File: config.mk
export PLATFORM = sky130hd
export DESIGN_NAME = bless_inject_ctrl
export DESIGN_NICKNAME = d
export VERILOG_FILES = /design/src/rtl/bless_inject_ctrl_pkg.sv /design/src/rtl/bless_inject_ctrl_inj_fifo.sv /design/src/rtl/bless_inject_ctrl.sv
export SDC_FILE = /design/constraint.sdc
export NUM_CORES = 1
export LEC_CHECK = 0
export BUFFER_PORTS_ARGS = -buffer_cell sky130_fd_sc_hd__buf_2
export CAP_MARGIN = 20
export CORE_MARGIN = 5
export CORE_UTILIZATION = 51
export CTS_CLUSTER_DIAMETER = 40
export DETAILED_ROUTE_END_ITERATION = 8
export PLACE_DENSITY_LB_ADDON = 0.12
export SLEW_MARGIN = 15
export SYNTH_ARGS = -nofsm -noshare
export SYNTH_HDL_FRONTEND = slang
export SYNTH_SLANG_ARGS = --single-unit
File: constraint.sdc
create_clock -name clk -period 2.8 [get_ports clk]
set_input_delay 0.56 -clock clk [delete_from_list [all_inputs] [get_ports clk]]
set_output_delay 0.56 -clock clk [all_outputs]
set_load 0.02 [all_outputs]
File: src/rtl/bless_inject_ctrl_pkg.sv
// Shared flit layout, port indices and FSM states for the BLESS local-injection controller.
// The link format is [PKTID6 FLITID2 TIME8 POS_X4 POS_Y4 DATA]; field offsets are relative to `WIDTH_DATA.
`ifndef WIDTH_DATA
`define WIDTH_DATA 32
`endif
`ifndef WIDTH_PORT
`define WIDTH_PORT (`WIDTH_DATA+24)
`endif

package bless_inject_ctrl_pkg;

  localparam int POS_Y_LSB  = `WIDTH_DATA;
  localparam int POS_Y_MSB  = `WIDTH_DATA + 3;
  localparam int POS_X_LSB  = `WIDTH_DATA + 4;
  localparam int POS_X_MSB  = `WIDTH_DATA + 7;
  localparam int TIME_LSB   = `WIDTH_DATA + 8;
  localparam int TIME_MSB   = `WIDTH_DATA + 15;
  localparam int FLITID_LSB = `WIDTH_DATA + 16;
  localparam int FLITID_MSB = `WIDTH_DATA + 17;
  localparam int PKTID_LSB  = `WIDTH_DATA + 18;
  localparam int PKTID_MSB  = `WIDTH_DATA + 23;

  localparam int PORT_W      = 0;
  localparam int PORT_E      = 1;
  localparam int PORT_S      = 2;
  localparam int PORT_N      = 3;
  localparam int PORT_LOCAL  = 4;
  localparam int PORT_BYPASS = 5;

  typedef enum logic [1:0] {
    IDLE    = 2'd0,
    ARB     = 2'd1,
    STARVED = 2'd2
  } inj_state_e;

  // True when every network input carries a flit, so the router has no free slot for us.
  function automatic logic all_links_busy(input logic [3:0] link_valid);
    return link_valid[PORT_W] & link_valid[PORT_E] & link_valid[PORT_S] & link_valid[PORT_N];
  endfunction

endpackage

File: src/rtl/bless_inject_ctrl_inj_fifo.sv
// Small synchronous FIFO holding PE flits until the router has a free input slot.
// Depth must be a power of two so the pointers wrap naturally.
module inj_fifo #(
  parameter int DEPTH = 4,
  parameter int WIDTH = 8
) (
  input  logic                     clk,
  input  logic                     reset,
  input  logic                     push,
  input  logic                     pop,
  input  logic [WIDTH-1:0]         din,
  output logic [WIDTH-1:0]         dout,
  output logic [$clog2(DEPTH):0]   count,
  output logic                     full,
  output logic                     empty
);

  localparam int AW = $clog2(DEPTH);

  logic [WIDTH-1:0] mem [DEPTH];
  logic [AW-1:0]    wr_ptr;
  logic [AW-1:0]    rd_ptr;
  logic             do_push;
  logic             do_pop;

  assign full    = (count == (AW+1)'(DEPTH));
  assign empty   = (count == '0);
  assign do_push = push && !full;
  assign do_pop  = pop && !empty;
  assign dout    = mem[rd_ptr];

  always_ff @(posedge clk) begin
    if (!reset) begin
      wr_ptr <= '0;
      rd_ptr <= '0;
      count  <= '0;
    end else begin
      if (do_push) wr_ptr <= wr_ptr + 1'b1;
      if (do_pop)  rd_ptr <= rd_ptr + 1'b1;
      case ({do_push, do_pop})
        2'b10:   count <= count + 1'b1;
        2'b01:   count <= count - 1'b1;
        default: count <= count;
      endcase
    end
  end

  // Storage is not reset; a flush only moves the pointers so stale words are never read.
  always_ff @(posedge clk) begin
    if (do_push) mem[wr_ptr] <= din;
  end

endmodule

File: src/rtl/bless_inject_ctrl.sv
// Local-injection controller for the bufferless BLESS router: queues PE flits and injects the head
// whenever a network input is free. Optional injection throttling is enabled with BLESS_INJ_THROTTLE_EN.
module bless_inject_ctrl
  import bless_inject_ctrl_pkg::*;
#(
  parameter int DEPTH     = 4,
  parameter int STARVE_TH = 16,
  parameter int QUOTA     = 4,
  parameter int WINDOW    = 32
) (
  input  logic                     clk,
  input  logic                     reset,
  input  logic [`WIDTH_PORT-1:0]   peFlit,
  input  logic                     peValid,
  output logic                     peReady,
  input  logic [3:0]               linkValid,
  output logic [`WIDTH_PORT-1:0]   dinLocal,
  output logic                     injValid,
  output logic                     starve,
  output logic [$clog2(DEPTH):0]   qCount
);

  localparam logic [7:0] STARVE_LIM = 8'(STARVE_TH - 1);

  if (DEPTH < 2 || (DEPTH & (DEPTH - 1)) != 0 || STARVE_TH < 1 || STARVE_TH > 255 ||
      QUOTA < 1 || QUOTA > 255 || WINDOW < 2 || WINDOW > 65536) begin : g_bad_cfg
    $error("bless_inject_ctrl: invalid parameter set");
  end

  logic [`WIDTH_PORT-1:0] head;
  logic [`WIDTH_PORT-1:0] inj_flit;
  logic                   full;
  logic                   empty;
  logic                   push;
  logic                   inject;
  logic                   credit_ok;
  logic [7:0]             blk_cnt;
  inj_state_e             state;
  inj_state_e             state_next;

  assign peReady = !full;
  assign push    = peValid && peReady;
  assign inject  = !empty && !all_links_busy(linkValid) && credit_ok;

  inj_fifo #(
    .DEPTH (DEPTH),
    .WIDTH (`WIDTH_PORT)
  ) u_fifo (
    .clk   (clk),
    .reset (reset),
    .push  (push),
    .pop   (inject),
    .din   (peFlit),
    .dout  (head),
    .count (qCount),
    .full  (full),
    .empty (empty)
  );

`ifdef BLESS_INJ_THROTTLE_EN
  localparam logic [15:0] WIN_LAST = 16'(WINDOW - 1);
  localparam logic [7:0]  QUOTA_B  = 8'(QUOTA);

  logic [15:0] win_cnt;
  logic [7:0]  credit;
  logic        refill;

  assign refill    = (win_cnt == WIN_LAST);
  assign credit_ok = (credit != 8'd0);

  // An injection landing on the refill edge is charged to the new window.
  always_ff @(posedge clk) begin
    if (!reset) begin
      win_cnt <= '0;
      credit  <= QUOTA_B;
    end else begin
      win_cnt <= refill ? 16'd0 : win_cnt + 16'd1;
      if (refill)
        credit <= inject ? QUOTA_B - 8'd1 : QUOTA_B;
      else if (inject)
        credit <= credit - 8'd1;
    end
  end
`else
  assign credit_ok = 1'b1;
`endif

  // The router expects a freshly injected flit to start with zero age.
  always_comb begin
    inj_flit                    = head;
    inj_flit[TIME_MSB:TIME_LSB] = 8'd0;
  end

  always_ff @(posedge clk) begin
    if (!reset) begin
      dinLocal <= '0;
      injValid <= 1'b0;
    end else begin
      dinLocal <= inject ? inj_flit : '0;
      injValid <= inject;
    end
  end

  always_ff @(posedge clk) begin
    if (!reset)
      blk_cnt <= '0;
    else if (empty || inject)
      blk_cnt <= '0;
    else if (blk_cnt != 8'hFF)
      blk_cnt <= blk_cnt + 8'd1;
  end

  always_ff @(posedge clk) begin
    if (!reset) state <= IDLE;
    else        state <= state_next;
  end

  always_comb begin
    state_next = state;
    case (state)
      IDLE: begin
        if (push) state_next = ARB;
      end
      ARB: begin
        if (inject)
          state_next = (qCount == 1 && !push) ? IDLE : ARB;
        else if (blk_cnt >= STARVE_LIM)
          state_next = STARVED;
      end
      STARVED: begin
        if (inject)
          state_next = (qCount == 1 && !push) ? IDLE : ARB;
      end
      default: state_next = IDLE;
    endcase
  end

  always_comb begin
    starve = (state == STARVED);
  end

endmodule

**Word level (Yosys, flattened, before mapping)**

Memory sizes are Yosys's and may differ from the RTL's. A register that Yosys moved wholly into a read port is not among the register bits.
Cells that the tools add are included.

- Reductions and logical operators: 17
- $lt $le $gt $ge: 1
- Add/subtract/negate cells: 5
- Mux-type cells: 9
- Bitwise logic cells: 4
- Equality and inequality tests: 10

Operators by type and width:

| cell | count |
|---|---|
| $add 8x1->8 const B | 1 |
| $ge 8x4->1 const B | 1 |
| $mux 2 | 4 |
| $ne 8x8->1 const B | 1 |
| $pmux 2 s3 | 1 |
| $pmux 3 s2 | 1 |
| $logic_and 1x1->1 | 5 |
| $logic_not 1->1 | 5 |
| $add 2x1->2 const B | 2 |
| $eq 2x1->1 const B | 2 |
| $eq 2x2->1 const B | 2 |
| $add 3x1->3 const B | 1 |
| $and 1x1->1 | 3 |
| $eq 3x1->1 const B | 1 |
| $eq 3x3->1 const B | 1 |
| $logic_not 3->1 | 1 |
| $mux 1 | 3 |
| $ne 3x3->1 const B | 1 |
| $reduce_and 3->1 | 1 |
| $sub 3x1->3 const B | 1 |
| $logic_not 2->1 | 1 |
| $ne 2x1->1 const B | 1 |
| $ne 2x2->1 const B | 1 |
| $reduce_and 2->1 | 1 |
| 4 further kinds | 4 |

- Word-level logic and storage cells: 54
- Input port bits: 63
- Output and inout bits: 62
- Bits in writable memories: 224
- Register bits: 26
- Memories kept: 1

Memories:

| name | depth | width | rd ports | clocked after memory_dff | write ports | RTL line | source |
|---|---|---|---|---|---|---|---|
| u_fifo.mem | 4 | 56 | 1 | 1 | 1 | bless_inject_ctrl_inj_fifo.sv:20 | `logic [WIDTH-1:0] mem [DEPTH];` |

**Logic depth before layout (Yosys ltp)**

- Depth after elaboration: 8
- Depth in mapped cells: 9
- Depth with buffers taken out: 8

**Modules after synthesis**

Synthesis repeated with hierarchy kept, for this count alone.

- Cell total of the unflattened synthesis: 530
- Area, all modules: 10583.9 sq um

By module, submodules not included:

| module | cells each | area each (sq um) | sequential area each (sq um) | times used |
|---|---|---|---|---|
| inj_fifo | 346 | 8610.8 | 6906.6 | 1 |
| bless_inject_ctrl | 184 | 1973.1 | 1181.1 | 1 |

**Least setup slack after synthesis**

OpenSTA, ideal clock, no wires.

- Path type: reg-to-reg
- Start point: register u_fifo.count[0]
- End point: memory u_fifo.mem[1][0] (netlist name), enable pin
- Setup time: 410 ps
- Setup slack: -77 ps
- Arrival time: 2467 ps
- Clock period less this slack: 2877 ps
- Data required time: 2390 ps
- Buffers on the path: 0
- Cell stages (with the launch flop): 5
- Cell sequence: dfxtp_1 -> inv_1 -> ha_1 -> a21boi_1 -> and2_1

- Longest elaborated chain between the ends: 6

RTL lines:

| what | RTL line | source |
|---|---|---|
| start: declaration | bless_inject_ctrl_inj_fifo.sv:13 | `output logic [$clog2(DEPTH):0] count,` |
| start signal: assignment | bless_inject_ctrl_inj_fifo.sv:41 | `2'b10: count <= count + 1'b1;` |
| start signal: assignment | bless_inject_ctrl_inj_fifo.sv:42 | `2'b01: count <= count - 1'b1;` |
| start signal: assignment | bless_inject_ctrl_inj_fifo.sv:43 | `default: count <= count;` |
| $eq 3x3->1 * | bless_inject_ctrl_inj_fifo.sv:26 | `assign full = (count == (AW+1)'(DEPTH));` |
| $logic_not 1->1 * | bless_inject_ctrl_inj_fifo.sv:28, bless_inject_ctrl.sv:41 |  |
| $logic_and 1x1->1 | bless_inject_ctrl.sv:42 | `assign push = peValid && peReady;` |
| $logic_and 1x1->1 * | bless_inject_ctrl_inj_fifo.sv:28 | `assign do_push = push && !full;` |
| $mux 1 * | bless_inject_ctrl_inj_fifo.sv:50 | `if (do_push) mem[wr_ptr] <= din;` |
| $mux 1 (implied by the code) * | bless_inject_ctrl_inj_fifo.sv:50 |  |
| end: declaration | bless_inject_ctrl_inj_fifo.sv:20 |  |

Mark *: on every way between the ends. The rest lies on a longest branch, timed or not.

**Final worst setup path**

- Start point: register u_fifo.count[0]
- End point: memory u_fifo.mem[2][15] (netlist name), enable pin

The elaborated chain is that of the path after synthesis.

==> reports/metrics.yaml <==
cts:
  clock_latency_ps: 500
  root_buffer: "clkbuf_16"
  cts_buffers: 35
  clock-sinks: 258
  cts_max_level: 2
  cts_tree: "built"
  cts_resized: 0
  clkTransAtPathRegs_ps: 60
  clockBufferDepth: 3
  holdBufCountCts: 0
  postCtsSetupBuffers: 0
critical_path:
  required_ps: 2980
  cp-end-kind: "flop"
  max_stage_delay_ps: 500
  cp_max_fo: 21
  crit_slowest_cell: "a21boi_1"
  cp.arrival_ps: 2500
  worst-setup-path-type: "flop to flop"
  critPathLaunchType: "flop"
  r2r_slack_ps: 490
  path_cells: "inv_1, ha_1, a21boi_1, and2_2, buf_12"
die:
  core_um2: 18000
  dieWidth_um: 146
  die_h_um: 146
  rows: 49
  io_pins: 125
  start_util: 0.520
  die_area_um2: 21200
drt:
  drt_drc_violations_left: 0
  vias: 4678
  routedWlPerCell_um: 19.5
  routed-wl-met2_um: 8470
  drt_iter0_drc: 296
  dr.pass1.iters: 4
  wl_met1_um: 7040
  route.met3.wl_um: 972
  maxUsedRoutingLayer: "met5"
  vias_per_cell: 5.36
  ant_nets: 0
  wl_um: 17100
yosys:
  ys_ff_latch: 258
  yosys_warnings: 0
  synthArstFlopShare: 0
  syn_area_um2: 9370
  yosysSeqAreaShare: 0.757
  syn_inst: 483
  synthFlopType: "edfxtp_1"
  synth_edf_count: 192
  avgSynthCellArea_um2: 19.4
  ys_types: 45
grt:
  grt_pass1_wl_um: 26800
  grt_max_degree: 49
  grt_pass1_vias: 5006
  grt-ovfl-total: 0
  antenna_found_initial: 2
  grtUsageTotal: 0.161
hold_path:
  hp-class: "input pin to flop"
final_layout:
  final_nets: 691
  area_delta_synth_final_pct: 21.0
  drive_gt1_frac: 0.350
  final_cells: 873
  post-route-util: 0.629
power_and_ir_drop:
  vdd_drop_max_v: 0.000631
  finalPower_mw: 11.4
  p_leak_nw: 4.07
  power.density_nw_per_um2: 1010
place:
  dp.final_hpwl_um: 9760
  gp_congestion: 0.768
  place_inst: 810
  port_buffers: 108
timing:
  tightest_slew_ps: 577
  finalHoldViolCount: 0
  drv_slew: 0
  finalSetupTns_ps: 0
  fin_skew_ps: 16.4
  finalCritPeriodShare: 0.826
  period_needed_ps: 2310
  setup_viol: 0
  rsz0062_at_grt: "false"
  max_freq_mhz: 432
  holdWs_ps: 273
  max-slew-margin-rel: 0.615
run:
  max_cap_violations: 0
status:
  status: "complete, no violations"
-- layout make-up --
cell class / instances / area [um2]
Tap cell: 229 / 287
Clock inverter: 18 / 143
Timing Repair Buffer: 119 / 723
Multi-Input combinational cell: 194 / 2070
Clock buffer: 43 / 968
Inverter: 10 / 40.0
Sequential cell: 258 / 7090
Antenna cell: 2 / 5.00
Fill cell: 1264 / 6690
-- worst max-delay path, delay by kind of cell (launching register included) --
family                     cells  cell delay [ps]
DFF                            1              410
adders and majority gates      1              250
buffers and inverters          2              330
and+or+nand+nor                1              490
AOI/OAI and AO/OA              1              500
-- Yosys cell counts (2+ instances only) --
master    number  share of area
and4_1         2         0.0019
ha_1          10          0.013
a31oi_1        2         0.0013
inv_1          8         0.0032
nor2_1         8         0.0032
a21oi_1        7         0.0037
mux4_2        40          0.096
nor3_1         5         0.0027
buf_2          5         0.0027
or4_1          3         0.0024
nor2b_1       50          0.033
buf_6          5         0.0060
mux4_1         8          0.022
and2_1         4         0.0027
xor2_1         2         0.0019
o21ai_0        4         0.0021
nand3_1        8         0.0043
mux2i_1        4         0.0043
nand2_1        4         0.0016
a211oi_1       3         0.0024
nand4_1        4         0.0027
clkbuf_1       7         0.0028
nor4_1         2         0.0013
and3_1         2         0.0013
edfxtp_1     192           0.62
buf_4         10         0.0080
dfxtp_1       66           0.14
-- worst paths after layout --
path | from | endpoint | depth (start not counted)
hold / removal | peFlit[10] | u_fifo.mem[0][10] | 1
hold reg to reg | blk_cnt[1] | blk_cnt[1] | 2
setup reg to reg | u_fifo.count[0] | u_fifo.mem[2][15] | 5
setup / recovery | u_fifo.count[0] | u_fifo.mem[2][15] | 5
-- cells in the final DEF, fill, tap and decap left out, drive strengths merged, types with 3 or more instances in the layout --
cell        n
nand3       8
nand4       4
clkinv     11
nor3        5
dfxtp      66
clkinvlp    4
buf       119
nor2        8
a211oi      3
nor2b      50
inv        12
mux2i       4
o21ai       4
conb        8
a21oi       7
ha         10
nand2       4
mux4       48
clkbuf     43
edfxtp    192
and2        4
or4         3
-- layer usage --
layer / track usage / vias to the layer above
met5: 0 / -
met4: 0.0704 / 2
met3: 0.0414 / 47
met2: 0.270 / 147
met1: 0.201 / 2337
li1: - / 2145
-- logic make-up (layout without fill, tap and decap cells) --
logic type,after synthesis,count (layout),share of synthesized area
buf+inv,38,190,0.0259
flops,258,258,0.757
compound gates,23,23,0.0159
fa+ha+maj,10,10,0.0134
mux,52,52,0.123
simple gates,98,98,0.0621
xor+xnor,3,3,0.00281
other cells,1,10,0.000400
-- state kept, by name, indices dropped and copies added (netlist names) --
signal         count
u_fifo.count       3
u_fifo.mem       192
injValid           1
dinLocal          48
u_fifo.rd_ptr      2
state              2
blk_cnt            8
u_fifo.wr_ptr      2
-- power by group --
group          switching, mW  total (mW)  internal [mW]
Combinational           1.22        2.34           1.12
Sequential             0.259        4.94           4.68
Clock                   1.56        4.12           2.56
Total                   3.04        11.4           8.36
-- through the flow --
| step | area (um2) | setup slack (ps) |
|---|---|---|
| detailed placement | 10200 | 464 |
| global placement | 10200 | 545 |
| global route | 11300 | 299 |
| CTS | 11300 | 439 |
| finish | 11300 | 487 |
| floorplan | 9400 | 422 |
Power figures use the tool's default switching activity.
